File: config.mk
export PLATFORM = sky130hd
export DESIGN_NAME = fpu_issue_ctrl
export DESIGN_NICKNAME = d
export VERILOG_FILES = /design/src/rtl/fpu_issue_ctrl.sv
export SDC_FILE = /design/constraint.sdc
export NUM_CORES = 1
export LEC_CHECK = 0
export CORE_MARGIN = 1
export CORE_UTILIZATION = 46
export DETAILED_ROUTE_END_ITERATION = 16
export GPL_TIMING_DRIVEN = 0
export PLACE_DENSITY = 0.91
export SLEW_MARGIN = 20
export SYNTH_ARGS = -nofsm -noshare
export SYNTH_HDL_FRONTEND = slang
export SYNTH_SLANG_ARGS = --single-unit
File: constraint.sdc
create_clock -name clk -period 1.9 [get_ports clk]
set_input_delay 0.38 -clock clk [delete_from_list [all_inputs] [get_ports clk]]
set_output_delay 0.38 -clock clk [all_outputs]
set_load 0.01 [all_outputs]
File: src/rtl/fpu_issue_ctrl.sv
// fpu_issue_ctrl: accepts one FPU operation at a time, screens it through the
// external exception module, dispatches non-exceptional operations to the
// arithmetic datapath and returns exactly one response per accepted request.
// A watchdog bounds the time spent waiting for the datapath result.
module fpu_issue_ctrl #(
    parameter int          TIMEOUT_CYCLES = 16,
    parameter logic [7:0]  NAN_CANON      = 8'h7C
) (
    input  logic       clk,
    input  logic       rst_n,
    input  logic       req_valid,
    output logic       req_ready,
    input  logic [1:0] req_op,
    input  logic [7:0] req_in0,
    input  logic [7:0] req_in1,
    output logic [1:0] exc_op,
    output logic [7:0] exc_in0,
    output logic [7:0] exc_in1,
    input  logic       exc_flag,
    output logic       alu_valid,
    input  logic       alu_ready,
    input  logic       alu_done,
    input  logic [7:0] alu_result,
    output logic       resp_valid,
    input  logic       resp_ready,
    output logic [7:0] resp_data,
    output logic       resp_exc,
    output logic       resp_timeout,
    output logic [7:0] op_count
);

    typedef enum logic [2:0] {
        S_IDLE,
        S_CHECK,
        S_DISPATCH,
        S_WAIT,
        S_RESPOND
    } state_t;

    // The watchdog fires on the WAIT cycle in which the counter would reach
    // TIMEOUT_CYCLES, so the response appears exactly TIMEOUT_CYCLES cycles
    // after WAIT is entered.
    localparam logic [7:0] WD_LAST = 8'(TIMEOUT_CYCLES - 1);

    state_t     state_reg;
    state_t     state_next;
    logic [7:0] wd_count_reg;
    logic       timeout_hit;

    logic [1:0] exc_op_reg;
    logic [7:0] exc_in0_reg;
    logic [7:0] exc_in1_reg;
    logic       resp_valid_reg;
    logic [7:0] resp_data_reg;
    logic       resp_exc_reg;
    logic       resp_timeout_reg;
    logic [7:0] op_count_reg;

    assign timeout_hit = (wd_count_reg == WD_LAST);

    // State register.
    always_ff @(posedge clk or negedge rst_n) begin
        if (!rst_n) begin
            state_reg <= S_IDLE;
        end else begin
            state_reg <= state_next;
        end
    end

    // Next-state decode; alu_done beats the watchdog when both happen together.
    always_comb begin
        state_next = state_reg;
        case (state_reg)
            S_IDLE:     if (req_valid) state_next = S_CHECK;
            S_CHECK:    state_next = exc_flag ? S_RESPOND : S_DISPATCH;
            S_DISPATCH: if (alu_ready) state_next = S_WAIT;
            S_WAIT:     if (alu_done || timeout_hit) state_next = S_RESPOND;
            S_RESPOND:  if (resp_ready) state_next = S_IDLE;
            default:    state_next = S_IDLE;
        endcase
    end

    // Handshake outputs decoded straight from the state register.
    assign req_ready = (state_reg == S_IDLE);
    assign alu_valid = (state_reg == S_DISPATCH);

    // Operand latch, watchdog, response registers and completion counter.
    always_ff @(posedge clk or negedge rst_n) begin
        if (!rst_n) begin
            exc_op_reg       <= 2'd0;
            exc_in0_reg      <= 8'd0;
            exc_in1_reg      <= 8'd0;
            wd_count_reg     <= 8'd0;
            resp_valid_reg   <= 1'b0;
            resp_data_reg    <= 8'd0;
            resp_exc_reg     <= 1'b0;
            resp_timeout_reg <= 1'b0;
            op_count_reg     <= 8'd0;
        end else begin
            case (state_reg)
                S_IDLE: begin
                    if (req_valid) begin
                        exc_op_reg  <= req_op;
                        exc_in0_reg <= req_in0;
                        exc_in1_reg <= req_in1;
                    end
                end
                S_CHECK: begin
                    if (exc_flag) begin
                        resp_data_reg  <= NAN_CANON;
                        resp_exc_reg   <= 1'b1;
                        resp_valid_reg <= 1'b1;
                    end
                end
                S_DISPATCH: begin
                    // Watchdog only measures datapath latency, not dispatch stalls.
                    if (alu_ready) begin
                        wd_count_reg <= 8'd0;
                    end
                end
                S_WAIT: begin
                    wd_count_reg <= wd_count_reg + 8'd1;
                    if (alu_done) begin
                        resp_data_reg  <= alu_result;
                        resp_valid_reg <= 1'b1;
                    end else if (timeout_hit) begin
                        resp_data_reg    <= NAN_CANON;
                        resp_timeout_reg <= 1'b1;
                        resp_valid_reg   <= 1'b1;
                    end
                end
                S_RESPOND: begin
                    if (resp_ready) begin
                        resp_valid_reg   <= 1'b0;
                        resp_exc_reg     <= 1'b0;
                        resp_timeout_reg <= 1'b0;
                        op_count_reg     <= op_count_reg + 8'd1;
                    end
                end
                default: ;
            endcase
        end
    end

    assign exc_op       = exc_op_reg;
    assign exc_in0      = exc_in0_reg;
    assign exc_in1      = exc_in1_reg;
    assign resp_valid   = resp_valid_reg;
    assign resp_data    = resp_data_reg;
    assign resp_exc     = resp_exc_reg;
    assign resp_timeout = resp_timeout_reg;
    assign op_count     = op_count_reg;

endmodule

# After elaboration in Yosys (flattened, before gate mapping)
# Cells that the tools add are included.
# W data, S select, Z words.
[word_totals] word_cells=60 inputBits=33 output_inout_bits=39 regBits=48
[op_classes] n_reduce_logical=15 eq_ne=13 addsub=2 muxes=20
[op_table] op="$mux W8" count=4
[op_table] op="$pmux W8 S2" count=2
[op_table] op="$add A8 B1 Y8 const B" count=2
[op_table] op="$mux W3" count=5
[op_table] op="$pmux W3 S5" count=1
[op_table] op="$ne A2 B2 Y1 const B" count=6
[op_table] op="$reduce_and A4 Y1" count=3
[op_table] op="$eq A8 B4 Y1 const B" count=1
[op_table] op="$reduce_bool A2 Y1" count=4
[op_table] op="$eq A3 B2 Y1 const B" count=2
[op_table] op="$reduce_and A2 Y1" count=3
[op_table] op="$reduce_and A3 Y1" count=2
[op_table] op="$mux W1" count=5
[op_table] op="$pmux W1 S2" count=2
[op_table] op="$eq A3 B1 Y1 const B" count=1
[op_table] op="$eq A3 B3 Y1 const B" count=1
[op_table] op="$logic_not A3 Y1" count=1
[op_table] op="$ne A3 B3 Y1 const B" count=1
[op_table] op="$pmux W1 S3" count=1
[op_table] op="$reduce_bool A3 Y1" count=1
[op_table] op="$ne A2 B1 Y1 const B" count=1
[op_table] op="$logic_or A1 B1 Y1" count=1

# Depth between registers and ports, before layout
# Gate-level depths: netlist (run 1).
[depth] ltp_word=4 depth_mapped=5

# Worst setup path before layout (run 1)
# Ideal clock, no wire load.
[synth_timing] path_type="register -> register" start="reg state_reg[1]" end="reg exc_in0_reg[0], in the netlist exc_in0[0]" setup_slack_ns=0.324 arrival_time_ns=1.449 t_required_ns=1.773 period_less_slack_ns=1.576 setup_time_ns=0.127 stages_incl_launch_ff=6 cell_sequence="dfrtp_1 nor3_2 and2_1 buf_4 buf_6 mux2_1"
[synth_via] elab_chain_cells=2
[synth_lines] element="start, declared" line_no="45" text="state_t state_reg;"
[synth_lines] element="start signal, assigned" line_no="66" text="state_reg <= state_next;"
[synth_lines] element="$logic_not A3 Y1"
[synth_lines] element="via req_ready" line_no="12" text="output logic req_ready,"
[synth_lines] element="$reduce_and A2 Y1 (no line)"
[synth_lines] element="end signal, assigned" line_no="104" text="exc_in0_reg <= req_in0;"
[synth_lines] element="end, declared" line_no="51" text="logic [7:0] exc_in0_reg;"
# The timed path passes the listed nets, and every way through them passes these cells.
# A chain may end at the register's enable or synchronous reset.

# Worst setup path after layout (run 1)
[layout_timing] start="reg state_reg[0]" end="out alu_valid"
[layout_via] elab_chain_cells=1
[layout_lines] element="$eq A3 B2 Y1" line_no="85" text="assign alu_valid = (state_reg == S_DISPATCH);"
[layout_lines] element="end, declared" line_no="20" text="output logic alu_valid,"
# Every way passes these cells.

==> results of run 1 <==
-- power breakdown --
group          switching [mW]  internal [mW]  leakage (nW)
sequential              0.310           1.42         0.585
clock                   0.340          0.430        0.0614
combinational           0.824           1.14         0.655
-- kinds of logic after synthesis --
group | synth area share, %
and+or+nand+nor | 13.86
DFF | 54.55
AOI/OAI and AO/OA | 13.52
muxes | 11.02
buffers and inverters | 3.124
xor gates and xnor gates | 2.784
adders and majority gates | 1.136
-- worst register-to-register path: stages, from the launching register on --
cell and delay (ns):
sky130_fd_sc_hd__dfrtp_1 0.42, sky130_fd_sc_hd__ha_1 0.25, sky130_fd_sc_hd__and3_1 0.24, sky130_fd_sc_hd__a211o_1 0.37
sky130_fd_sc_hd__o221a_2 0.29
-- stage by stage --
step           TNS [ns]  setup slack (ns)  utilization, %  hold slack, ns
2_1_floorplan         0            0.3240               -         0.08441
3_3_place_gp     -40.98           -0.8554           66.55          0.4659
3_5_place_dp          0           0.05934           66.89          0.3838
4_1_cts               0            0.1085           69.63         0.04989
5_1_grt               0          0.005368           69.66         0.06242
6_report              0            0.1341           69.66         0.04253
-- path summary, 6_finish.rpt --
kind                       slack (ns)           end  cells after the start
max                              0.13     alu_valid                      3
min                              0.04   op_count[5]                      1
max reg2reg                      0.23  resp_data[4]                      4
min reg2reg                      0.49   op_count[7]                      1
max in group asynchronous        1.34    exc_in1[4]                      2
min in group clk                 0.49   op_count[7]                      1
-- cells in the final DEF (no fill, tap or decap), types with 4 or more instances in the layout --
master                            synthesis  layout
sky130_fd_sc_hd__clkdlybuf4s50_1          0      68
sky130_fd_sc_hd__dfrtp_1                 48      47
sky130_fd_sc_hd__mux2_1                  15      15
sky130_fd_sc_hd__nand2_1                 14      14
sky130_fd_sc_hd__o21ai_0                  8       8
sky130_fd_sc_hd__clkbuf_8                 0       6
sky130_fd_sc_hd__a21o_1                   5       5
sky130_fd_sc_hd__o221a_2                  5       5
sky130_fd_sc_hd__xnor2_1                  5       5
sky130_fd_sc_hd__nand3_1                  4       4
sky130_fd_sc_hd__nand4_1                  4       4
sky130_fd_sc_hd__nor2_1                   4       4
sky130_fd_sc_hd__mux2i_1                  4       4
-- cell type report --
class | count | area, sq um
multi-input cells | 119 | 932.1
well taps | 52 | 65.06
inverters | 3 | 11.26
plain buffers | 9 | 60.06
repair buffers | 72 | 724.4
flip-flops and latches | 48 | 1202
fillers | 302 | 1358
clock buffers | 6 | 82.58
clock inverters | 2 | 38.79
-- metal layers --
layer / vias to the layer above / share of wire (%) / track usage (%)
met2: 54 / 48 / 32.59
met4: 0 / 0.96 / 6.667
met5: - / 0 / 0
li1: 825 / - / -
met1: 853 / 45 / 27.20
met3: 5 / 5.3 / 5.128
-- what timing repair did --
action	CTS	global route
resized for setup	4	1
setup buffers	0	0
endpoints found under the setup margin	2	1
==> flow_summary.yaml, run 1 <==
global_route:
  grt_start_max_net_pins: 28
  grt_overflow: 0
  grt_first_pass_wirelength_mm: 7.928
  track_usage_pct: 20.36
  grt_pass1_vias: 1645
  antenna_violations_before_repair: 0
critical_path:
  cpMaxStageDelayCell: "sky130_fd_sc_hd__dfrtp_1"
  cp.required_ns: 1.52
  critPathLaunch: "state_reg[0]"
  cp_max_fo: 10
  critical_path.cell_chain: "buf_4 > nor3b_1 > clkdlybuf4s15_1"
  worstPathArrival_ns: 1.39
  cp_num_buf_inv: 2
  reg_to_reg_start: "wd_count_reg[0]"
  critical_path.max_stage_delay_ns: 0.43
  critical_path.startpoint_type: "register"
  worstSetupEndpointType: "output port"
  type_of_the_worst_setup_path: "reg2out"
  path_delay_family: "buffers and inverters"
clock_network:
  cts.clk_slew.worst_paths_ns: 0.09
  cts-buffers-inserted: 5
  cts.root.buffer_cell: "sky130_fd_sc_hd__clkbuf_8"
  clkSinkCount: 48
  cts_hold_buffers: 0
  clock_insertion_delay_worst_skew_ns: 0.30
  max_root_sink_buffers: 2
  cts_tree: "built"
  cts_max_level: 2
synth:
  synth.yosys.seq_area_share_pct: 54.55
  post-synth-top-count-cell: "sky130_fd_sc_hd__dfrtp_1"
  synth_edf_count: 0
  synth_fp_nets: 214
  cell_types_with_the_highest_counts_after_synthesis: "sky130_fd_sc_hd__dfrtp_1, sky130_fd_sc_hd__mux2_1, sky130_fd_sc_hd__nand2_1"
  synth.largest_area_cell: "sky130_fd_sc_hd__dfrtp_1"
  synth_seq_cells: 48
  syn_area_per_cell_sq_um: 12.30
  synth_warn: 0
  yosys_most_used_dff: "sky130_fd_sc_hd__dfrtp_1"
  postSynth.asyncResetShare_pct: 100.0
  synthTopCellsByArea: "sky130_fd_sc_hd__dfrtp_1, sky130_fd_sc_hd__mux2_1, sky130_fd_sc_hd__o221a_2, sky130_fd_sc_hd__nand2_1, sky130_fd_sc_hd__xnor2_1"
  post_synthesis_cell_type_count: 54
  syn-instance-count: 179
  post-synth-top-area-fraction_pct: 54.55
  synth_area_sq_mm: 0.002202
detailed_routing:
  detail_route.first_pass.iterations: 10
  routed_via_density: 5.585
  drt-wirelength-per-cell_um: 15.68
  first_iter_violations: 78
  antenna_violating_nets_left: 0
  drc: 9
  drt-total-wl_mm: 4.877
  routed-via-count: 1737
final_layout:
  fraction_of_layout_cells_with_a_size_suffix_above_1_pct: 10.81
  finish.instance_area_sq_mm: 0.003117
  areaGrowthSynthToFinish_pct: 41.53
  n_antenna_cell: 0
  final_net_count: 293
  layoutNonFillerInstCount: 311
timing:
  fmax_mhz: 566.3
  report.final.hold_viol_count: 0
  setup_violations: 0
  tightest_slew_ns: 0.5231
  timing.slew.headroom_pct: 65.13
  final-max-slew-violation-count: 0
  clock-skew-final_ns: 0.004332
  layout_worst_path_cycle_share_pct: 92.94
  min_period_ns: 1.766
  rsz0062_at_grt: "false"
floorplanning:
  chipWidth_um: 71.19
  fp.dieArea_sq_mm: 0.005068
  floorplan.initialDensity_pct: 49.22
  placeableCoreArea_sq_mm: 0.004474
  fp-row-count: 24
  ports: 72
  chipHeight_um: 71.19
power:
  power_density_mw_per_mm2: 1431
  vdd_drop_max_mv: 0.7147
  power_mw: 4.460
  total_leakage_power_nw: 1.301
placed_design:
  gpl.final_weighted_congestion: 0.7239
  detailed_place_hpwl_mm: 3.608
  place_area_sq_mm: 0.002993
  buffer_ports.inserted: 71
  dp.cells: 303
min_path:
  hold_class: "in2async"
status:
  failed_checks: "DRC"
  status: "finished with violations"
job:
  timing.max_cap.violations: 0
(Power assumes the default switching activity.)
==> inputs of run 2 (changes only) <==
--- a/config.mk
+++ b/config.mk
@@ -5,6 +5,7 @@
 export SDC_FILE = /design/constraint.sdc
 export NUM_CORES = 1
 export LEC_CHECK = 0
+export CAP_MARGIN = 40
 export CORE_MARGIN = 1
 export CORE_UTILIZATION = 46
 export DETAILED_ROUTE_END_ITERATION = 16
==> run 2 against run 1 <==
The run still ends with DRC left. Total power stayed put. Critical path type unchanged. Maximum frequency stayed put. Final area stayed put. Critical endpoint unchanged. Worst setup slack stayed put.
==> flow_summary.yaml, run 2 (synthesized netlist as in run 1, its figures left out) <==
clock_network:
  cts_tree: "built"
  max_root_sink_buffers: 2
  cts.clk_slew.worst_paths_ns: 0.09
  clock_insertion_delay_worst_skew_ns: 0.30
  cts-buffers-inserted: 5
  clkSinkCount: 48
  postCtsSetupBuffers: 0
  cts_max_level: 2
  cts.root.buffer_cell: "sky130_fd_sc_hd__clkbuf_8"
final_layout:
  final_net_count: 293
  layoutNonFillerInstCount: 311
  fraction_of_layout_cells_with_a_size_suffix_above_1_pct: 10.81
  finalCoreUtilization_pct: 69.66
  n_antenna_cell: 0
  layout_commonest_cell: "sky130_fd_sc_hd__clkdlybuf4s50_1"
  layout_common_cells: "sky130_fd_sc_hd__clkdlybuf4s50_1, sky130_fd_sc_hd__dfrtp_1, sky130_fd_sc_hd__mux2_1"
  areaGrowthSynthToFinish_pct: 41.53
  finish.instance_area_sq_mm: 0.003117
placed_design:
  detailed_place_hpwl_mm: 3.608
  dp.cells: 303
  buffer_ports.inserted: 71
  gpl.final_weighted_congestion: 0.7239
  place_area_sq_mm: 0.002993
  post-place-ws_ns: 0.05934
detailed_routing:
  routed_via_density: 5.585
  routed-via-count: 1737
  first_iter_violations: 78
  antenna_violating_nets_left: 0
  drt-total-wl_mm: 4.877
  drt-wirelength-per-cell_um: 15.68
  detail_route.first_pass.iterations: 10
  drc: 9
critical_path:
  critical_path.startpoint_type: "register"
  worstPathArrival_ns: 1.39
  cp_num_buf_inv: 2
  cp_max_fo: 10
  type_of_the_worst_setup_path: "reg2out"
  critical_path.max_stage_delay_ns: 0.43
  cp.required_ns: 1.52
  worstSetupEndpointType: "output port"
  path_delay_family: "buffers and inverters"
  cpMaxStageDelayCell: "sky130_fd_sc_hd__dfrtp_1"
  critical_path.cell_chain: "buf_4 > nor3b_1 > clkdlybuf4s15_1"
status:
  failed_checks: "DRC"
  status: "finished with violations"
floorplanning:
  floorplan.initialDensity_pct: 49.22
  ports: 72
  chipHeight_um: 71.19
  placeableCoreArea_sq_mm: 0.004474
  chipWidth_um: 71.19
  fp-row-count: 24
  fp.dieArea_sq_mm: 0.005068
job:
  timing.max_cap.violations: 0
global_route:
  grt_start_max_net_pins: 28
  grt_first_pass_wirelength_mm: 7.928
  grt_pass1_vias: 1645
  grt_overflow: 0
  antenna_violations_before_repair: 0
  track_usage_pct: 20.36
power:
  total_leakage_power_nw: 1.301
  power_mw: 4.460
  power_density_mw_per_mm2: 1431
  vdd_drop_max_mv: 0.7147
timing:
  rsz0062_at_grt: "false"
  setup_violations: 0
  fin_worst_hold_slack_ns: 0.04253
  clock-skew-final_ns: 0.004332
  final-max-slew-violation-count: 0
  tightest_slew_ns: 0.5231
  layout_worst_path_cycle_share_pct: 92.94
  fin_ws_ns: 0.1341
  report.final.hold_viol_count: 0
  timing.slew.headroom_pct: 65.13
  min_period_ns: 1.766
  fmax_mhz: 566.3
  totalNegativeSetupSlack_ns: 0
min_path:
  hold_class: "in2async"
-- run 2: worst paths after layout --
path	start	end	slack [ns]	cells past startpoint
setup / recovery	state_reg[0]	alu_valid	0.13	3
hold / removal	rst_n	op_count[5]	0.04	1
setup reg to reg	wd_count_reg[0]	resp_data[4]	0.23	4
hold reg to reg	op_count[7]	op_count[7]	0.49	1
max in group asynchronous	rst_n	exc_in1[4]	1.34	2
min in group clk	op_count[7]	op_count[7]	0.49	1
-- run 2: layer usage --
| metal | routed length [um] | global-route usage (%) | share of wire (%) | vias up |
|---|---|---|---|---|
| met5 | 0 | 0 | 0 | - |
| met4 | 47 | 6.667 | 0.96 | 0 |
| met3 | 260 | 5.128 | 5.3 | 5 |
| met2 | 2351 | 32.59 | 48 | 54 |
| met1 | 2218 | 27.20 | 45 | 853 |
| li1 | - | - | - | 825 |
-- run 2: repair_timing --
| item | CTS | global route |
|---|---|---|
| gates cloned | 0 | 0 |
| hold buffers | 0 | 0 |
| resized for setup | 4 | 1 |
| endpoints found under the setup margin | 2 | 1 |
-- run 2: layout make-up --
| type | instances | area [sq um] |
|---|---|---|
| Multi-Input combinational cell | 119 | 932.1 |
| Timing Repair Buffer | 72 | 724.4 |
| Inverter | 3 | 11.26 |
| Clock inverter | 2 | 38.79 |
| Sequential cell | 48 | 1202 |
| Tap cell | 52 | 65.06 |
| Fill cell | 302 | 1358 |
| Clock buffer | 6 | 82.58 |
| Buffer | 9 | 60.06 |
-- run 2: power by group --
part / total, mW / switching (mW) / leakage, nW / internal (mW)
combinational: 1.96 / 0.824 / 0.655 / 1.14
clock: 0.770 / 0.340 / 0.0614 / 0.430
sequential: 1.73 / 0.310 / 0.585 / 1.42
total: 4.46 / 1.47 / 1.30 / 2.99
==> inputs of run 3 (changes only) <==
--- a/config.mk
+++ b/config.mk
@@ -6,7 +6,6 @@
 export NUM_CORES = 1
 export LEC_CHECK = 0
 export CAP_MARGIN = 40
-export CORE_MARGIN = 1
 export CORE_UTILIZATION = 46
 export DETAILED_ROUTE_END_ITERATION = 16
 export GPL_TIMING_DRIVEN = 0
==> results of run 3 <==
Same layout as run 2: the final DEF is identical, and so are final timing and power.
